===== src/rtl/latch_ctrl_pkg.sv =====
// Shared FSM state type, default bank geometry and address-width helper for the latch write arbiter.
package latch_ctrl_pkg;

    localparam int DEF_DW = 8;
    localparam int DEF_NL = 8;

    typedef enum logic [1:0] {
        ST_IDLE,
        ST_SETUP,
        ST_PULSE,
        ST_HOLD
    } state_t;

    function automatic int addr_w(input int nl);
        return (nl > 1) ? $clog2(nl) : 1;
    endfunction

endpackage


===== src/rtl/latch_wr_arbiter_if.sv =====
// Two-requester write port plus latch-bank drive bundle.
// master = requester/bank side, slave = arbiter side.
interface latch_wr_arbiter_if
    import latch_ctrl_pkg::*;
#(
    parameter int DW = DEF_DW,
    parameter int NL = DEF_NL
);
    localparam int AW = addr_w(NL);

    logic          req0;
    logic          req1;
    logic [AW-1:0] addr0;
    logic [AW-1:0] addr1;
    logic [DW-1:0] data0;
    logic [DW-1:0] data1;
    logic          ack0;
    logic          ack1;
    logic          busy;
    logic [DW-1:0] lat_d;
    logic [NL-1:0] lat_en;
    logic          lat_rst;

    modport master (
        output req0, req1, addr0, addr1, data0, data1,
        input  ack0, ack1, busy, lat_d, lat_en, lat_rst
    );

    modport slave (
        input  req0, req1, addr0, addr1, data0, data1,
        output ack0, ack1, busy, lat_d, lat_en, lat_rst
    );

endinterface


===== src/rtl/latch_wr_arbiter_rr_arb2.sv =====
// Two-way round-robin arbiter: combinational grant, pointer register updated when a grant is taken.
// Latency: 0 cycles req->grant; no backpressure, the caller decides when to take the grant.
module rr_arb2 (
    input  logic       clk,
    input  logic       rst_n,
    input  logic [1:0] req,
    input  logic       take,
    output logic       gnt_vld,
    output logic       gnt_idx
);

    logic last;

    assign gnt_vld = |req;

    // On a tie the requester that did not win last time goes first.
    always_comb begin
        gnt_idx = 1'b0;
        if (req == 2'b11) begin
            gnt_idx = ~last;
        end else if (req[1]) begin
            gnt_idx = 1'b1;
        end
    end

    always_ff @(posedge clk or negedge rst_n) begin
        if (!rst_n) begin
            last <= 1'b1;
        end else if (take) begin
            last <= gnt_idx;
        end
    end

endmodule


===== src/rtl/latch_wr_arbiter.sv =====
// Arbitrates two write requesters onto a latch bank with a setup/pulse/hold enable sequence.
// Latency: ack 3 cycles after the IDLE grant, one write per 4 cycles; requests held off while busy.
module latch_wr_arbiter
    import latch_ctrl_pkg::*;
#(
    parameter int DW = DEF_DW,
    parameter int NL = DEF_NL
) (
    input logic               clk,
    input logic               rst_n,
    latch_wr_arbiter_if.slave bus
);

    localparam int AW = addr_w(NL);

    state_t        state;
    state_t        state_nxt;
    logic          lat_rst_q;
    logic          gnt_vld;
    logic          gnt_idx;
    logic          take;
    logic          cap_idx;
    logic [AW-1:0] cap_addr;
    logic          addr_ok;
    logic [DW-1:0] lat_d_q;
    logic [NL-1:0] lat_en_q;
    logic [NL-1:0] en_nxt;
    logic          ack0_q;
    logic          ack0_nxt;
    logic          ack1_q;
    logic          ack1_nxt;

    rr_arb2 u_arb (
        .clk     (clk),
        .rst_n   (rst_n),
        .req     ({bus.req1, bus.req0}),
        .take    (take),
        .gnt_vld (gnt_vld),
        .gnt_idx (gnt_idx)
    );

    // The edge that releases lat_rst never grants, so the bank clear completes first.
    assign take    = (state == ST_IDLE) && gnt_vld && !lat_rst_q;
    assign addr_ok = 32'(cap_addr) < NL;

    always_ff @(posedge clk or negedge rst_n) begin
        if (!rst_n) begin
            state <= ST_IDLE;
        end else begin
            state <= state_nxt;
        end
    end

    always_comb begin
        state_nxt = state;
        en_nxt    = '0;
        ack0_nxt  = 1'b0;
        ack1_nxt  = 1'b0;
        unique case (state)
            ST_IDLE: begin
                if (take) begin
                    state_nxt = ST_SETUP;
                end
            end
            ST_SETUP: begin
                state_nxt = ST_PULSE;
                if (addr_ok) begin
                    en_nxt = NL'(1) << cap_addr;
                end
            end
            ST_PULSE: begin
                state_nxt = ST_HOLD;
                ack0_nxt  = !cap_idx;
                ack1_nxt  = cap_idx;
            end
            ST_HOLD: begin
                state_nxt = ST_IDLE;
            end
            default: begin
                state_nxt = ST_IDLE;
            end
        endcase
    end

    always_ff @(posedge clk or negedge rst_n) begin
        if (!rst_n) begin
            lat_rst_q <= 1'b1;
            cap_idx   <= 1'b0;
            cap_addr  <= '0;
            lat_d_q   <= '0;
            lat_en_q  <= '0;
            ack0_q    <= 1'b0;
            ack1_q    <= 1'b0;
        end else begin
            lat_rst_q <= 1'b0;
            lat_en_q  <= en_nxt;
            ack0_q    <= ack0_nxt;
            ack1_q    <= ack1_nxt;
            if (take) begin
                cap_idx  <= gnt_idx;
                cap_addr <= gnt_idx ? bus.addr1 : bus.addr0;
                lat_d_q  <= gnt_idx ? bus.data1 : bus.data0;
            end
        end
    end

    assign bus.busy    = (state != ST_IDLE);
    assign bus.lat_d   = lat_d_q;
    assign bus.lat_en  = lat_en_q;
    assign bus.ack0    = ack0_q;
    assign bus.ack1    = ack1_q;
    assign bus.lat_rst = lat_rst_q;

endmodule


===== src/flat_wrapper.sv =====
// flat-port wrapper written by rule: the top's interface ports become plain ports
module latch_wr_arbiter_flat import latch_ctrl_pkg::*;
#(
    parameter int DW = DEF_DW,
    parameter int NL = DEF_NL
)
  (clk, rst_n, bus_req0, bus_req1, bus_addr0, bus_addr1, bus_data0, bus_data1, bus_ack0, bus_ack1, bus_busy, bus_lat_d, bus_lat_en, bus_lat_rst);
  latch_wr_arbiter_if #(.DW(DW), .NL(NL)) bus_i ();
  input logic clk;
  input logic rst_n;
  input wire logic [$bits(bus_i.req0)-1:0] bus_req0;
  input wire logic [$bits(bus_i.req1)-1:0] bus_req1;
  input wire logic [$bits(bus_i.addr0)-1:0] bus_addr0;
  input wire logic [$bits(bus_i.addr1)-1:0] bus_addr1;
  input wire logic [$bits(bus_i.data0)-1:0] bus_data0;
  input wire logic [$bits(bus_i.data1)-1:0] bus_data1;
  output wire logic [$bits(bus_i.ack0)-1:0] bus_ack0;
  output wire logic [$bits(bus_i.ack1)-1:0] bus_ack1;
  output wire logic [$bits(bus_i.busy)-1:0] bus_busy;
  output wire logic [$bits(bus_i.lat_d)-1:0] bus_lat_d;
  output wire logic [$bits(bus_i.lat_en)-1:0] bus_lat_en;
  output wire logic [$bits(bus_i.lat_rst)-1:0] bus_lat_rst;
  assign bus_i.req0 = bus_req0;
  assign bus_i.req1 = bus_req1;
  assign bus_i.addr0 = bus_addr0;
  assign bus_i.addr1 = bus_addr1;
  assign bus_i.data0 = bus_data0;
  assign bus_i.data1 = bus_data1;
  assign bus_ack0 = bus_i.ack0;
  assign bus_ack1 = bus_i.ack1;
  assign bus_busy = bus_i.busy;
  assign bus_lat_d = bus_i.lat_d;
  assign bus_lat_en = bus_i.lat_en;
  assign bus_lat_rst = bus_i.lat_rst;
  latch_wr_arbiter #(.DW(DW), .NL(NL)) u_core (.clk(clk), .rst_n(rst_n), .bus(bus_i));
endmodule

===== config.mk =====
export PLATFORM = sky130hd
export DESIGN_NAME = latch_wr_arbiter_flat
export DESIGN_NICKNAME = d
export VERILOG_FILES = /design/src/rtl/latch_ctrl_pkg.sv /design/src/rtl/latch_wr_arbiter_if.sv /design/src/rtl/latch_wr_arbiter_rr_arb2.sv /design/src/rtl/latch_wr_arbiter.sv /design/src/flat_wrapper.sv
export SDC_FILE = /design/constraint.sdc
export NUM_CORES = 1
export LEC_CHECK = 0
export BUFFER_PORTS_ARGS = -buffer_cell sky130_fd_sc_hd__buf_2
export CAP_MARGIN = 20
export CORE_AREA = 8 8 58 60
export CTS_BUF_LIST = sky130_fd_sc_hd__clkbuf_8
export DETAILED_ROUTE_END_ITERATION = 10
export DIE_AREA = 0 0 66 68
export GPL_TIMING_DRIVEN = 0
export PLACE_DENSITY = 0.74
export SLEW_MARGIN = 10
export SYNTH_ARGS = -nofsm -noshare
export SYNTH_HDL_FRONTEND = slang
export SYNTH_HIERARCHICAL = 1
export SYNTH_SLANG_ARGS = --single-unit

===== constraint.sdc =====
create_clock -name clk -period 1.88 [get_ports clk]
set_input_delay 0.376 -clock clk [delete_from_list [all_inputs] [get_ports clk]]
set_output_delay 0.376 -clock clk [all_outputs]
set_load 0.1 [all_outputs]

Word level (Yosys, flattened, before mapping)
Index checks and enable logic that the tools add are counted.
Word-level totals
  output and inout bits: 20
  input port bits: 26
  register bits: 26
  logic and storage cells: 32
Operators by class
  equal/unequal tests: 5
  shift operators: 1
  bitwise gates (word level): 1
  reduce and logical (&&, ||, !) cells: 7
  multiplexer cells: 9
Operator list (count)
  2-to-1 mux 8 bit: 2
  case mux 2 bit (4 select lines): 1
  left shift 1 x 3 -> 8 bit (first input constant): 1
  == test 2 bit (second input constant): 3
  2-to-1 mux 1 bit: 4
  2-to-1 mux 3 bit: 1
  == test 2 x 1 -> 1 bit (second input constant): 1
  logical AND 1 bit: 2
  zero test 1 bit: 2
  zero test 2 bit: 1
  2-to-1 mux 2 bit: 1
  != test 2 x 1 -> 1 bit (second input constant): 1
  nonzero test 2 bit: 1
  OR reduction 2 bit: 1
  NOT 1 bit: 1

Logic depth before layout (Yosys ltp)
  depth after elaboration: 5
  depth in mapped cells: 6
  mapped depth without buffers: 5

Cells and area by module
Netlist, hierarchy kept.
Modules (own cells, without submodules)
  latch_wr_arbiter: seq. area each 626.9 um^2, cells each 92, area each 1089.8 um^2, times used 1
  rr_arb2: seq. area each 26.3 um^2, cells each 4, area each 58.8 um^2, times used 1

Worst setup path after synthesis
No wires, ideal clock.
  path type: register to register
  start point: register u_core.lat_rst_q, in the netlist u_core/bus.lat_rst
  end point: register u_core.u_arb.last
  data required time: 1798 ps
  buffers on the path: 1
  cell stages (with the launch flop): 5
  arrival time: 1608 ps
  library setup time: 82 ps
  clock period less this slack: 1690 ps
  setup slack: 190 ps
  cells stage by stage: dfstp_2 > nand3b_4 > buf_4 > inv_1 > mux2_4
On the way
  word-level cells in the longest chain between the ends: 2
RTL lines
  from (decl): line latch_wr_arbiter.sv:18  | logic lat_rst_q;
  from (signal assigned): line latch_wr_arbiter.sv:87  | lat_rst_q <= 1'b1;
  from (signal assigned): line latch_wr_arbiter.sv:95  | lat_rst_q <= 1'b0;
  zero test 1 bit: line latch_wr_arbiter.sv:43  | assign take = (state == ST_IDLE) && gnt_vld && !lat_rst_q;
  logical AND 1 bit: line latch_wr_arbiter.sv:43
  via u_core.take: line latch_wr_arbiter.sv:21  | logic take;
  to (signal assigned): line latch_wr_arbiter_rr_arb2.sv:30  | last <= gnt_idx;
  to (decl): line latch_wr_arbiter_rr_arb2.sv:12  | logic last;
The timed path passes the listed nets, and every way through them passes these cells.
A chain may end at the register's enable or synchronous reset.

Final worst setup path
  start point: register u_core.state[0]
  end point: output port bus_busy
On the way
  word-level cells in the longest chain between the ends: 1
RTL lines
  from (decl): line latch_wr_arbiter.sv:16  | state_t state;
  from (signal assigned): line latch_wr_arbiter.sv:50  | state <= state_nxt;
  nonzero test 2 bit: line latch_wr_arbiter.sv:107  | assign bus.busy = (state != ST_IDLE);
  to (decl): line flat_wrapper.sv:19  | output wire logic [$bits(bus_i.busy)-1:0] bus_busy;
Every way passes these cells.

==> qor.txt <==
Status: completed
Tightest Hold Check Type: in2async
Fin. Hold Viols: 0
Total track usage: 11.6%
CTS Buf Count: 3
Initial Util: 44.7%
Setup TNS: 0 ps
Critical path capture point type: output pin
Final core utilization: 57.4%
Slowest CP cell: dfrtp_1
CP delay by family, top: buffers and inverters
I/O pin count: 46
Vias in the first global route: 986
Ant diodes: 0
Post-Syn Nets: 125
Finished Cell Area: 1470 µm²
GR met1 Demand/Resource: 12.1%
Ys flop type: dfrtp_1
Worst path most repeated cell: inv_1
Multi-input gate area: 447 µm²
WHS: 96.5 ps
Antenna violations before repair: 0
Crit Reg-Reg Startpoint: u_core/state[0]
Via/cell ratio: 4.72
Hold_buf cts: 0
Fin nets: 175
Die Span Y: 68 µm
Worst path required time: 1500 ps
Largest net degree at the start of global routing: 27
Share of layout cells above drive strength 1: 46.2%
Number of synthesized register bits: 26
Worst Path Arrival: 1390 ps
Latest clock arrival within the worst-skew pair: 260 ps
YS warnings: 6
Setup-failing EPs final: 0
GPL Wtd Cong: 0.708
Grt total ovfl: 0
Worst-path fanout max: 4
CP Class: reg2out
DP Area: 1410 µm²
Detailed placer's ending HPWL: 1910 µm
Post-Syn Area: 1150 µm²
Root Driver: clkbuf_8
Final period util: 93.7%
Worst-path clk slew: 90 ps
Wire per inst: 13.9 µm
Drc violations: 0
First-pass GRT wire length: 4110 µm
CTS tree: yes
R2R Path End: u_core/u_arb/last
Worst reg-to-reg setup slack: 320 ps
# fillers: 230
Syn avg cell area: 12.0 µm²
Initial drt markers: 20
Tmin final: 1760 ps
Die Area: 4490 µm²
Die width: 66 µm
Worst Path Buf+Inv: 3
Synth cell types: 22
Slew Limit Fails: 0
CTS sink cnt: 26
Area growth, synth to finish: 28.3%
RSZ-0062 raised after global routing: false
# H-tree levels: 1
Final wirelength: 2440 µm
Clk_skew: 1.11 ps
Startpoint types: register
Row cnt: 19
Core Region: 2570 µm²
Sequential-to-total area share from yosys stat: 56.9%
Max_cap viols: 0
Worst slew pin tran: 573 ps
Met3 GRT Util: 2.62%
Worst-path cell chain: inv_1 -> ha_1 -> inv_1 -> buf_6
Busiest grt layer: met2
Share of synthesized flip-flops with an asynchronous set or reset: 100%
Cell count after synthesis: 96
Vias: 831
Buffers on Ports: 45
Longest Clk Path Bufs: 2
Flip-flop and latch area: 653 µm²
Post-synth EDFFs: 0
Max_slew headroom: 61.8%
Met2 global-route usage: 21.2%
Drt pass-1 iters: 4
Antenna viol nets, final: 0
Critical Path Max Stage Delay: 390 ps
Cell depth of the worst flop-to-flop path: 6
Fmax: 0.568 GHz
[worst max-delay path by stage]
stage	depth (start not counted)	slack, ps	to	start
2_1_floorplan	4	190	u_core/u_arb/last	u_core/bus.lat_rst
3_3_place_gp	4	310	bus_busy	u_core/state[0]
3_5_place_dp	4	240	bus_busy	u_core/state[0]
4_1_cts	4	60	bus_busy	u_core/state[0]
5_1_grt	4	50	bus_busy	u_core/state[0]
6_report	4	120	bus_busy	u_core/state[0]
[cell usage in the layout (no fill, tap or decap), types with 2 or more instances in the layout]
cell,synthesis,routed
buf_2,0,44
buf_6,2,3
clkbuf_8,0,4
dfrtp_1,24,24
dfstp_2,2,2
ha_1,3,3
inv_1,5,5
mux2_4,2,2
mux2i_1,11,11
nand2_1,13,13
nand2b_1,3,3
nor2_1,7,7
nor3_1,2,2
o21ai_0,3,3
o21ai_1,2,2
o21ai_2,9,9
[final cells by class]
class,count,share of cell area (%)
clock buffer,4,3.74
sequential,26,44.3
tap,31,2.63
multi-input combinational,62,30.3
timing repair buffer,45,15.7
inverter,5,1.27
buffer,3,2.04
[routing by layer]
metal / routed length (µm) / up-vias
met1: 938 / 383
met4: 31 / 0
met3: 170 / 4
li1: - / 414
met2: 1300 / 30
met5: 0 / -
[Yosys cell counts, types with 2 or more instances]
cell type | instances | area [µm²]
o21ai_1 | 2 | 10.0
ha_1 | 3 | 37.5
mux2_4 | 2 | 30.0
buf_6 | 2 | 22.5
nor3_1 | 2 | 10.0
dfrtp_1 | 24 | 601
o21ai_0 | 3 | 15.0
nor2_1 | 7 | 26.3
nand2_1 | 13 | 48.8
o21ai_2 | 9 | 78.8
inv_1 | 5 | 18.8
dfstp_2 | 2 | 52.6
mux2i_1 | 11 | 110
nand2b_1 | 3 | 18.8
[what timing repair did]
action	4_1_cts	5_1_grt
endpoints found under the setup margin	1	1
resized for setup	1	1
buffers inserted	0	0
[registers in the layout (all words and copies together) (netlist names)]
name,cells
u_core/bus.ack0,1
u_core/state,2
u_core/bus.ack1,1
u_core/bus.lat_rst,1
u_core/bus.lat_en,8
u_core/u_arb/last,1
u_core/cap_idx,1
u_core/bus.lat_d,8
u_core/cap_addr,3
[cell families after synthesis]
kind of cell    after synthesis  synth area share (%)
flops                        26                  56.9
fa+ha+maj                     3                  3.27
mux                          13                  12.2
compound gates               16                  10.7
other cells                   1                 0.326
simple gates                 29                  12.4
buf+inv                       8                  4.25
[per-stage QoR]
stage          instances  worst slack [ps]
2_1_floorplan         96               190
3_3_place_gp         172               310
3_5_place_dp         172               242
4_1_cts              176              61.7
5_1_grt              176              48.5
6_report             176               118
Power is left out: the tool's default activity adds up to more than one toggle a clock period on the data nets, which glitch-free logic cannot reach.
